==> config.mk <==
export PLATFORM = sky130hd
export DESIGN_NAME = altivec_issue_ctrl_flat
export DESIGN_NICKNAME = d
export VERILOG_FILES = /design/src/rtl/altivec_issue_pkg.sv /design/src/rtl/altivec_issue_ctrl_if.sv /design/src/rtl/altivec_issue_fifo.sv /design/src/rtl/altivec_issue_ctrl.sv /design/src/flat_wrapper.sv
export SDC_FILE = /design/constraint.sdc
export NUM_CORES = 1
export LEC_CHECK = 0
export ABC_AREA = 0
export BUFFER_PORTS_ARGS = -buffer_cell sky130_fd_sc_hd__buf_4
export CAP_MARGIN = 20
export CORE_AREA = 2 2 414 416
export CTS_BUF_LIST = sky130_fd_sc_hd__clkbuf_8
export DETAILED_ROUTE_END_ITERATION = 10
export DIE_AREA = 0 0 416 418
export PLACE_DENSITY_LB_ADDON = 0.08
export SYNTH_ARGS = -nofsm -noshare
export SYNTH_HDL_FRONTEND = slang
export SYNTH_SLANG_ARGS = --single-unit
==> constraint.sdc <==
create_clock -name clk -period 34.1 [get_ports clk]
set_input_delay 5.115 -clock clk [delete_from_list [all_inputs] [get_ports clk]]
set_output_delay 5.115 -clock clk [all_outputs]
set_load 0.005 [all_outputs]
==> src/rtl/altivec_issue_pkg.sv <==
// Shared types and default sizing for the AltiVec issue controller slice.
package altivec_issue_pkg;

    localparam int DEF_DW      = 128;
    localparam int DEF_OPW     = 8;
    localparam int DEF_DEPTH   = 2;
    localparam int DEF_TIMEOUT = 64;

    typedef enum logic [1:0] {
        IDLE  = 2'd0,
        ISSUE = 2'd1,
        WAIT  = 2'd2,
        RESP  = 2'd3
    } state_t;

    typedef struct packed {
        logic [DEF_OPW-1:0] op;
        logic [DEF_DW-1:0]  va;
        logic [DEF_DW-1:0]  vb;
        logic [DEF_DW-1:0]  vc;
    } req_t;

endpackage

==> src/rtl/altivec_issue_ctrl_if.sv <==
// Request, vsfx/pu issue and response signals of the issue controller.
interface altivec_issue_ctrl_if
    import altivec_issue_pkg::*;
#(
    parameter int DW  = DEF_DW,
    parameter int OPW = DEF_OPW
) ();

    logic           in_valid;
    logic           in_ready;
    logic [OPW-1:0] in_op;
    logic [DW-1:0]  in_va;
    logic [DW-1:0]  in_vb;
    logic [DW-1:0]  in_vc;

    logic           go1;
    logic           go2;
    logic           go3;
    logic [OPW-1:0] dut_op;
    logic [DW-1:0]  dut_va;
    logic [DW-1:0]  dut_vb;
    logic [DW-1:0]  dut_vc;
    logic           dut_busy;
    logic           dut_done;
    logic [DW-1:0]  dut_vd;

    logic           out_valid;
    logic           out_ready;
    logic [DW-1:0]  out_vd;
    logic           out_err;

    // Controller side.
    modport slave (
        input  in_valid, in_op, in_va, in_vb, in_vc,
        input  dut_busy, dut_done, dut_vd,
        input  out_ready,
        output in_ready,
        output go1, go2, go3, dut_op, dut_va, dut_vb, dut_vc,
        output out_valid, out_vd, out_err
    );

    // Requester / execution-unit side.
    modport master (
        output in_valid, in_op, in_va, in_vb, in_vc,
        output dut_busy, dut_done, dut_vd,
        output out_ready,
        input  in_ready,
        input  go1, go2, go3, dut_op, dut_va, dut_vb, dut_vc,
        input  out_valid, out_vd, out_err
    );

endinterface

==> src/rtl/altivec_issue_fifo.sv <==
// Synchronous request FIFO; DEPTH must be a power of two, at least 2.
module altivec_issue_fifo #(
    parameter int WIDTH = 8,
    parameter int DEPTH = 2
) (
    input  logic             clk,
    input  logic             rst,
    input  logic             push,
    input  logic [WIDTH-1:0] wdata,
    input  logic             pop,
    output logic [WIDTH-1:0] rdata,
    output logic             full,
    output logic             empty
);

    localparam int AW = $clog2(DEPTH);
    localparam int CW = AW + 1;

    logic [WIDTH-1:0] mem [DEPTH];
    logic [AW-1:0]    wr_ptr;
    logic [AW-1:0]    rd_ptr;
    logic [CW-1:0]    count;
    logic             do_push;
    logic             do_pop;

    assign full    = (count == CW'(DEPTH));
    assign empty   = (count == '0);
    assign do_push = push && !full;
    assign do_pop  = pop && !empty;
    assign rdata   = mem[rd_ptr];

    // Storage carries no reset; only pointers and occupancy do.
    always_ff @(posedge clk) begin
        if (do_push) begin
            mem[wr_ptr] <= wdata;
        end
    end

    always_ff @(posedge clk) begin
        if (rst) begin
            wr_ptr <= '0;
            rd_ptr <= '0;
            count  <= '0;
        end else begin
            if (do_push) begin
                wr_ptr <= wr_ptr + AW'(1);
            end
            if (do_pop) begin
                rd_ptr <= rd_ptr + AW'(1);
            end
            case ({do_push, do_pop})
                2'b10:   count <= count + CW'(1);
                2'b01:   count <= count - CW'(1);
                default: ;
            endcase
        end
    end

endmodule

==> src/rtl/altivec_issue_ctrl.sv <==
// Queues vector requests, issues them one at a time to vsfx/pu, waits for
// completion (or times out) and holds the result until it is consumed.
module altivec_issue_ctrl
    import altivec_issue_pkg::*;
#(
    parameter int DW      = DEF_DW,
    parameter int OPW     = DEF_OPW,
    parameter int DEPTH   = DEF_DEPTH,
    parameter int TIMEOUT = DEF_TIMEOUT
) (
    input  logic                 clk,
    input  logic                 rst,
    altivec_issue_ctrl_if.slave  bus
);

    localparam int RW = OPW + 3 * DW;

    state_t          state;
    logic [15:0]     wait_cnt;
    logic            fifo_full;
    logic            fifo_empty;
    logic            fifo_pop;
    logic [RW-1:0]   head;

    logic            go_r;
    logic [OPW-1:0]  op_r;
    logic [DW-1:0]   va_r;
    logic [DW-1:0]   vb_r;
    logic [DW-1:0]   vc_r;
    logic            out_valid_r;
    logic [DW-1:0]   out_vd_r;
    logic            out_err_r;

    assign bus.in_ready = !fifo_full;
    assign fifo_pop     = (state == ISSUE);

    altivec_issue_fifo #(
        .WIDTH (RW),
        .DEPTH (DEPTH)
    ) u_fifo (
        .clk   (clk),
        .rst   (rst),
        .push  (bus.in_valid && !fifo_full),
        .wdata ({bus.in_op, bus.in_va, bus.in_vb, bus.in_vc}),
        .pop   (fifo_pop),
        .rdata (head),
        .full  (fifo_full),
        .empty (fifo_empty)
    );

    // Issue outputs are loaded on the IDLE->ISSUE edge, so they are valid for
    // exactly the ISSUE cycle and zero everywhere else.
    always_ff @(posedge clk) begin
        if (rst) begin
            state       <= IDLE;
            wait_cnt    <= '0;
            go_r        <= 1'b0;
            op_r        <= '0;
            va_r        <= '0;
            vb_r        <= '0;
            vc_r        <= '0;
            out_valid_r <= 1'b0;
            out_vd_r    <= '0;
            out_err_r   <= 1'b0;
        end else begin
            case (state)
                IDLE: begin
                    if (!fifo_empty && !bus.dut_busy) begin
                        state <= ISSUE;
                        go_r  <= 1'b1;
                        op_r  <= head[RW-1 -: OPW];
                        va_r  <= head[3*DW-1 -: DW];
                        vb_r  <= head[2*DW-1 -: DW];
                        vc_r  <= head[DW-1:0];
                    end
                end
                ISSUE: begin
                    state    <= WAIT;
                    go_r     <= 1'b0;
                    op_r     <= '0;
                    va_r     <= '0;
                    vb_r     <= '0;
                    vc_r     <= '0;
                    wait_cnt <= '0;
                end
                WAIT: begin
                    // A completion in the final counted cycle still wins.
                    if (bus.dut_done) begin
                        state       <= RESP;
                        out_valid_r <= 1'b1;
                        out_vd_r    <= bus.dut_vd;
                        out_err_r   <= 1'b0;
                    end else if (wait_cnt == 16'(TIMEOUT - 1)) begin
                        state       <= RESP;
                        out_valid_r <= 1'b1;
                        out_vd_r    <= '0;
                        out_err_r   <= 1'b1;
                    end else begin
                        wait_cnt <= wait_cnt + 16'd1;
                    end
                end
                RESP: begin
                    if (bus.out_ready) begin
                        state       <= IDLE;
                        out_valid_r <= 1'b0;
                    end
                end
                default: state <= IDLE;
            endcase
        end
    end

    assign bus.go1       = go_r;
    assign bus.go2       = go_r;
    assign bus.go3       = go_r;
    assign bus.dut_op    = op_r;
    assign bus.dut_va    = va_r;
    assign bus.dut_vb    = vb_r;
    assign bus.dut_vc    = vc_r;
    assign bus.out_valid = out_valid_r;
    assign bus.out_vd    = out_vd_r;
    assign bus.out_err   = out_err_r;

endmodule

==> src/flat_wrapper.sv <==
// flat-port wrapper written by rule: the top's interface ports become plain ports
module altivec_issue_ctrl_flat import altivec_issue_pkg::*;
#(
    parameter int DW      = DEF_DW,
    parameter int OPW     = DEF_OPW,
    parameter int DEPTH   = DEF_DEPTH,
    parameter int TIMEOUT = DEF_TIMEOUT
)
  (clk, rst, bus_in_valid, bus_in_op, bus_in_va, bus_in_vb, bus_in_vc, bus_dut_busy, bus_dut_done, bus_dut_vd, bus_out_ready, bus_in_ready, bus_go1, bus_go2, bus_go3, bus_dut_op, bus_dut_va, bus_dut_vb, bus_dut_vc, bus_out_valid, bus_out_vd, bus_out_err);
  altivec_issue_ctrl_if #(.DW(DW), .OPW(OPW)) bus_i ();
  input  logic clk;
  input  logic rst;
  input wire logic [$bits(bus_i.in_valid)-1:0] bus_in_valid;
  input wire logic [$bits(bus_i.in_op)-1:0] bus_in_op;
  input wire logic [$bits(bus_i.in_va)-1:0] bus_in_va;
  input wire logic [$bits(bus_i.in_vb)-1:0] bus_in_vb;
  input wire logic [$bits(bus_i.in_vc)-1:0] bus_in_vc;
  input wire logic [$bits(bus_i.dut_busy)-1:0] bus_dut_busy;
  input wire logic [$bits(bus_i.dut_done)-1:0] bus_dut_done;
  input wire logic [$bits(bus_i.dut_vd)-1:0] bus_dut_vd;
  input wire logic [$bits(bus_i.out_ready)-1:0] bus_out_ready;
  output wire logic [$bits(bus_i.in_ready)-1:0] bus_in_ready;
  output wire logic [$bits(bus_i.go1)-1:0] bus_go1;
  output wire logic [$bits(bus_i.go2)-1:0] bus_go2;
  output wire logic [$bits(bus_i.go3)-1:0] bus_go3;
  output wire logic [$bits(bus_i.dut_op)-1:0] bus_dut_op;
  output wire logic [$bits(bus_i.dut_va)-1:0] bus_dut_va;
  output wire logic [$bits(bus_i.dut_vb)-1:0] bus_dut_vb;
  output wire logic [$bits(bus_i.dut_vc)-1:0] bus_dut_vc;
  output wire logic [$bits(bus_i.out_valid)-1:0] bus_out_valid;
  output wire logic [$bits(bus_i.out_vd)-1:0] bus_out_vd;
  output wire logic [$bits(bus_i.out_err)-1:0] bus_out_err;
  assign bus_i.in_valid = bus_in_valid;
  assign bus_i.in_op = bus_in_op;
  assign bus_i.in_va = bus_in_va;
  assign bus_i.in_vb = bus_in_vb;
  assign bus_i.in_vc = bus_in_vc;
  assign bus_i.dut_busy = bus_dut_busy;
  assign bus_i.dut_done = bus_dut_done;
  assign bus_i.dut_vd = bus_dut_vd;
  assign bus_i.out_ready = bus_out_ready;
  assign bus_in_ready = bus_i.in_ready;
  assign bus_go1 = bus_i.go1;
  assign bus_go2 = bus_i.go2;
  assign bus_go3 = bus_i.go3;
  assign bus_dut_op = bus_i.dut_op;
  assign bus_dut_va = bus_i.dut_va;
  assign bus_dut_vb = bus_i.dut_vb;
  assign bus_dut_vc = bus_i.dut_vc;
  assign bus_out_valid = bus_i.out_valid;
  assign bus_out_vd = bus_i.out_vd;
  assign bus_out_err = bus_i.out_err;
  altivec_issue_ctrl #(.DW(DW), .OPW(OPW), .DEPTH(DEPTH), .TIMEOUT(TIMEOUT)) u_core (.clk(clk), .rst(rst), .bus(bus_i));
endmodule
==> impl_metrics.yaml <==
placement:
  dpl.hpwl_mm: 105
  place_ws_ps: 24500
  dp_cells: 6482
  dpl-instance-area_um2: 57600
  numPortBuffers: 1051
  place.gp.congestion: 0.783
logic_synthesis:
  synth_compound_area_share_pct: 7.40
  yosys.area_share.xor_xnor_pct: 0.0731
  synthFlopType: "edfxtp_1"
  async_flop_share_pct: 0
  yosys_warnings: 0
  avgSynthCellArea_um2: 13.9
  syn-num-nets: 3978
  synth_edf_count: 784
  synthAdderAreaFrac_pct: 0.183
  synth_seq_cells: 1330
  post_synth_mux_area_share_pct: 8.25
  synth_top_family_by_area: "simple AND/OR/NAND/NOR gates"
  yosys.cell_types.count: 45
  yosys.area_share.simple_pct: 9.12
  synth_seq_area_share_pct: 71.9
  synth_area_um2: 47900
  synth_cells: 3445
global_routing:
  overflow: 0
  grt_max_degree: 245
  grt_pass1_wl_mm: 226
  grt_pass1_vias: 31000
  grtUsageTotal_pct: 17.8
  antenna_found_initial: 33
clock_network:
  cts_resized: 0
  clk-insertion-delay-late_ps: 960
  root_buffer: "clkbuf_8"
  clk_pin_slew_ps: 60
  hold_buffers: 0
  numCtsBuffers: 234
  cts_tree: "built"
  cts_sinks: 1330
  clockBufferDepth: 3
  ctsHtreeMaxLevel: 4
  post_cts_buffers: 0
finish:
  fill_cells: 16600
  drive_gt1_share_pct: 29.7
  area_growth_syn_to_layout_pct: 29.7
  instances_no_fill: 6933
  nNetsFinal: 5034
  multi_input_area_um2: 12000
  regArea_um2: 34500
  final_design_area_no_fill_um2: 62100
sta:
  slew_viol_final: 0
  period_share_pct: 24.9
  fmax_mhz: 118
  worst_slew_pin_slew_ps: 1200
  setup_violations: 0
  layout_min_cycle_time_ps: 8490
  skew_ps: 39.7
  finalHoldViolCount: 0
  rsz0062_at_grt: "no"
  fin_setup_tns_ps: 0
  slew_headroom_pct: 20.3
  setup_ws_ps: 25610
critical_path:
  setup.worst_path.start: "bus_in_valid"
  critical_path_arrival_ps: 9050
  cp-end-kind: "flip-flop"
  path_class: "in -> reg"
  cpMostUsedCell: "buf_4"
  path_buf_inv: 5
  worstReg2RegStart: "u_core.u_fifo.count[0]"
  cp-start-kind: "primary input"
  worstPathCellList: "buf_4, nand2_1, nor2_4, buf_4, buf_4, buf_4, buf_4"
  cp.required_ps: 34660
  max_stage_delay_ps: 910
  critPathSlowestCell: "buf_4"
  crit_family: "buffers and inverters"
  path_max_fanout: 67
job:
  cap_violations: 0
min_path:
  hp-class: "reg -> reg"
  worstHoldStart: "u_core.bus.dut_vc[59]"
power_and_ir_drop:
  seqPwrFrac_pct: 44.9
  peakVddDrop_mv: 0.0787
  powerDensity_nw_per_um2: 77.0
  leakagePower_nw: 22.7
  clockPowerShare_pct: 29.5
  p_switching_mw: 1.52
  pwr-share-comb_pct: 25.6
  p_int_mw: 3.26
  switching_share_pct: 31.8
floorplanning:
  start_util_pct: 28.3
  rows: 151
  dieHeight_um: 418
  die_w_um: 416
  fp.dieArea_um2: 174000
  coreArea_um2: 169000
  io_pins: 1052
drt:
  firstDrtPassIters: 5
  first_iter_violations: 1525
  vias_per_cell: 4.53
  ant_nets: 0
  post_drt_wl_per_cell_um: 23.2
  wl_mm: 161
  via_count: 31400
  drcViolationCount: 0
outcome:
  outcome: "finished clean"
## cell families (layout without fill, tap and decap cells)
logic type | after synthesis | in the layout
buffers and inverters | 281 | 1536
muxes | 395 | 395
DFF | 1330 | 1330
other | 0 | 15
AOI/OAI and AO/OA | 563 | 563
xor gates and xnor gates | 4 | 4
and+or+nand+nor | 865 | 865
adders and majority gates | 7 | 7
## cell usage in the layout (no fill, tap or decap), drive strengths merged, types with 16 or more instances in the layout
master,synthesis,layout
inv,9,131
mux2i,394,394
nor2,16,16
edfxtp,784,784
or3,393,393
buf,141,1092
clkinv,0,37
nand2,403,403
a21oi,401,401
dfxtp,546,546
clkbuf,131,265
a32o,128,128
## power groups by stage
stage / logic, mW / clock network [mW] / registers, mW
3_3_place_gp: 1.26 / 0 / 2.18
6_report: 1.23 / 1.41 / 2.15
4_1_cts: 1.26 / 1.47 / 2.15
3_5_place_dp: 1.26 / 0 / 2.18
5_1_grt: 1.34 / 1.54 / 2.18
2_1_floorplan: 0.685 / 0 / 2.26
## worst paths after layout
kind / to / slack (ps) / cells past startpoint
worst max register to register: u_core.u_fifo.mem[0][27] / 29210 / 7
worst max-delay path: u_core.u_fifo.mem[0][27] / 25610 / 7
worst min-delay path: u_core.bus.dut_vc[59] / 450 / 2
worst min register to register: u_core.bus.dut_vc[59] / 450 / 2
## layout make-up
type                    instances  share of cell area, %
repair buffers               1092                   13.3
clock inverters               170                   1.36
clock buffers                 265                   5.87
flip-flops and latches       1330                   55.5
inverters                       9                 0.0584
well taps                    2218                   4.47
multi-input cells            1834                   19.4
diodes                         15                 0.0604
## synthesized netlist by cell type, types with 6 or more instances
cell	n	area (um^2)
a21oi_1	401	2010
buf_6	34	383
nand2b_1	6	37.5
edfxtp_1	784	23500
nand3_1	7	35.0
nand2_1	403	1510
nor4_1	6	37.5
ha_1	7	87.6
nand4_1	10	62.6
buf_2	104	521
mux2i_1	394	3940
inv_1	9	33.8
dfxtp_1	546	10900
or3_1	393	2460
clkbuf_1	131	492
nor2_1	16	60.1
a32o_1	128	1280
o211ai_1	8	60.1
## worst reg2reg max path: cells and delay by family (launching register included)
| kind | cells | cell delay, ps |
|---|---|---|
| buf+inv | 4 | 3540 |
| simple gates | 3 | 440 |
| flops | 1 | 420 |
## metrics by stage
| step | total power, mW | util (%) | hold WS [ps] |
|---|---|---|---|
| after floorplan | 2.94 | - | 448 |
| after global placement | 3.44 | 34.1 | 439 |
| after detailed placement | 3.44 | 34.1 | 444 |
| after CTS | 4.88 | 36.7 | 452 |
| after global routing | 5.06 | 36.7 | 462 |
| final | 4.79 | 36.8 | 449 |
## routing by layer
| metal | vias up | routed length (um) | GRT usage (%) |
|---|---|---|---|
| li1 | 15000 | - | - |
| met1 | 15300 | 57200 | 17.9 |
| met2 | 868 | 89100 | 34.0 |
| met3 | 245 | 11000 | 6.09 |
| met4 | 22 | 3560 | 5.87 |
| met5 | - | 133 | 0 |
## state kept, by name, summed over array words and instances, names as in the netlist, named ones only
name	flops
u_core.state	2
u_core.u_fifo.wr_ptr	1
u_core.wait_cnt	16
u_core.bus.go1	1
u_core.bus.out_vd	128
u_core.bus.dut_vc	128
u_core.u_fifo.mem	784
u_core.bus.dut_vb	128
u_core.u_fifo.rd_ptr	1
u_core.u_fifo.count	2
u_core.bus.dut_op	8
u_core.bus.out_valid	1
u_core.bus.out_err	1
u_core.bus.dut_va	128
Note: power is estimated with default switching activity, not from simulation.
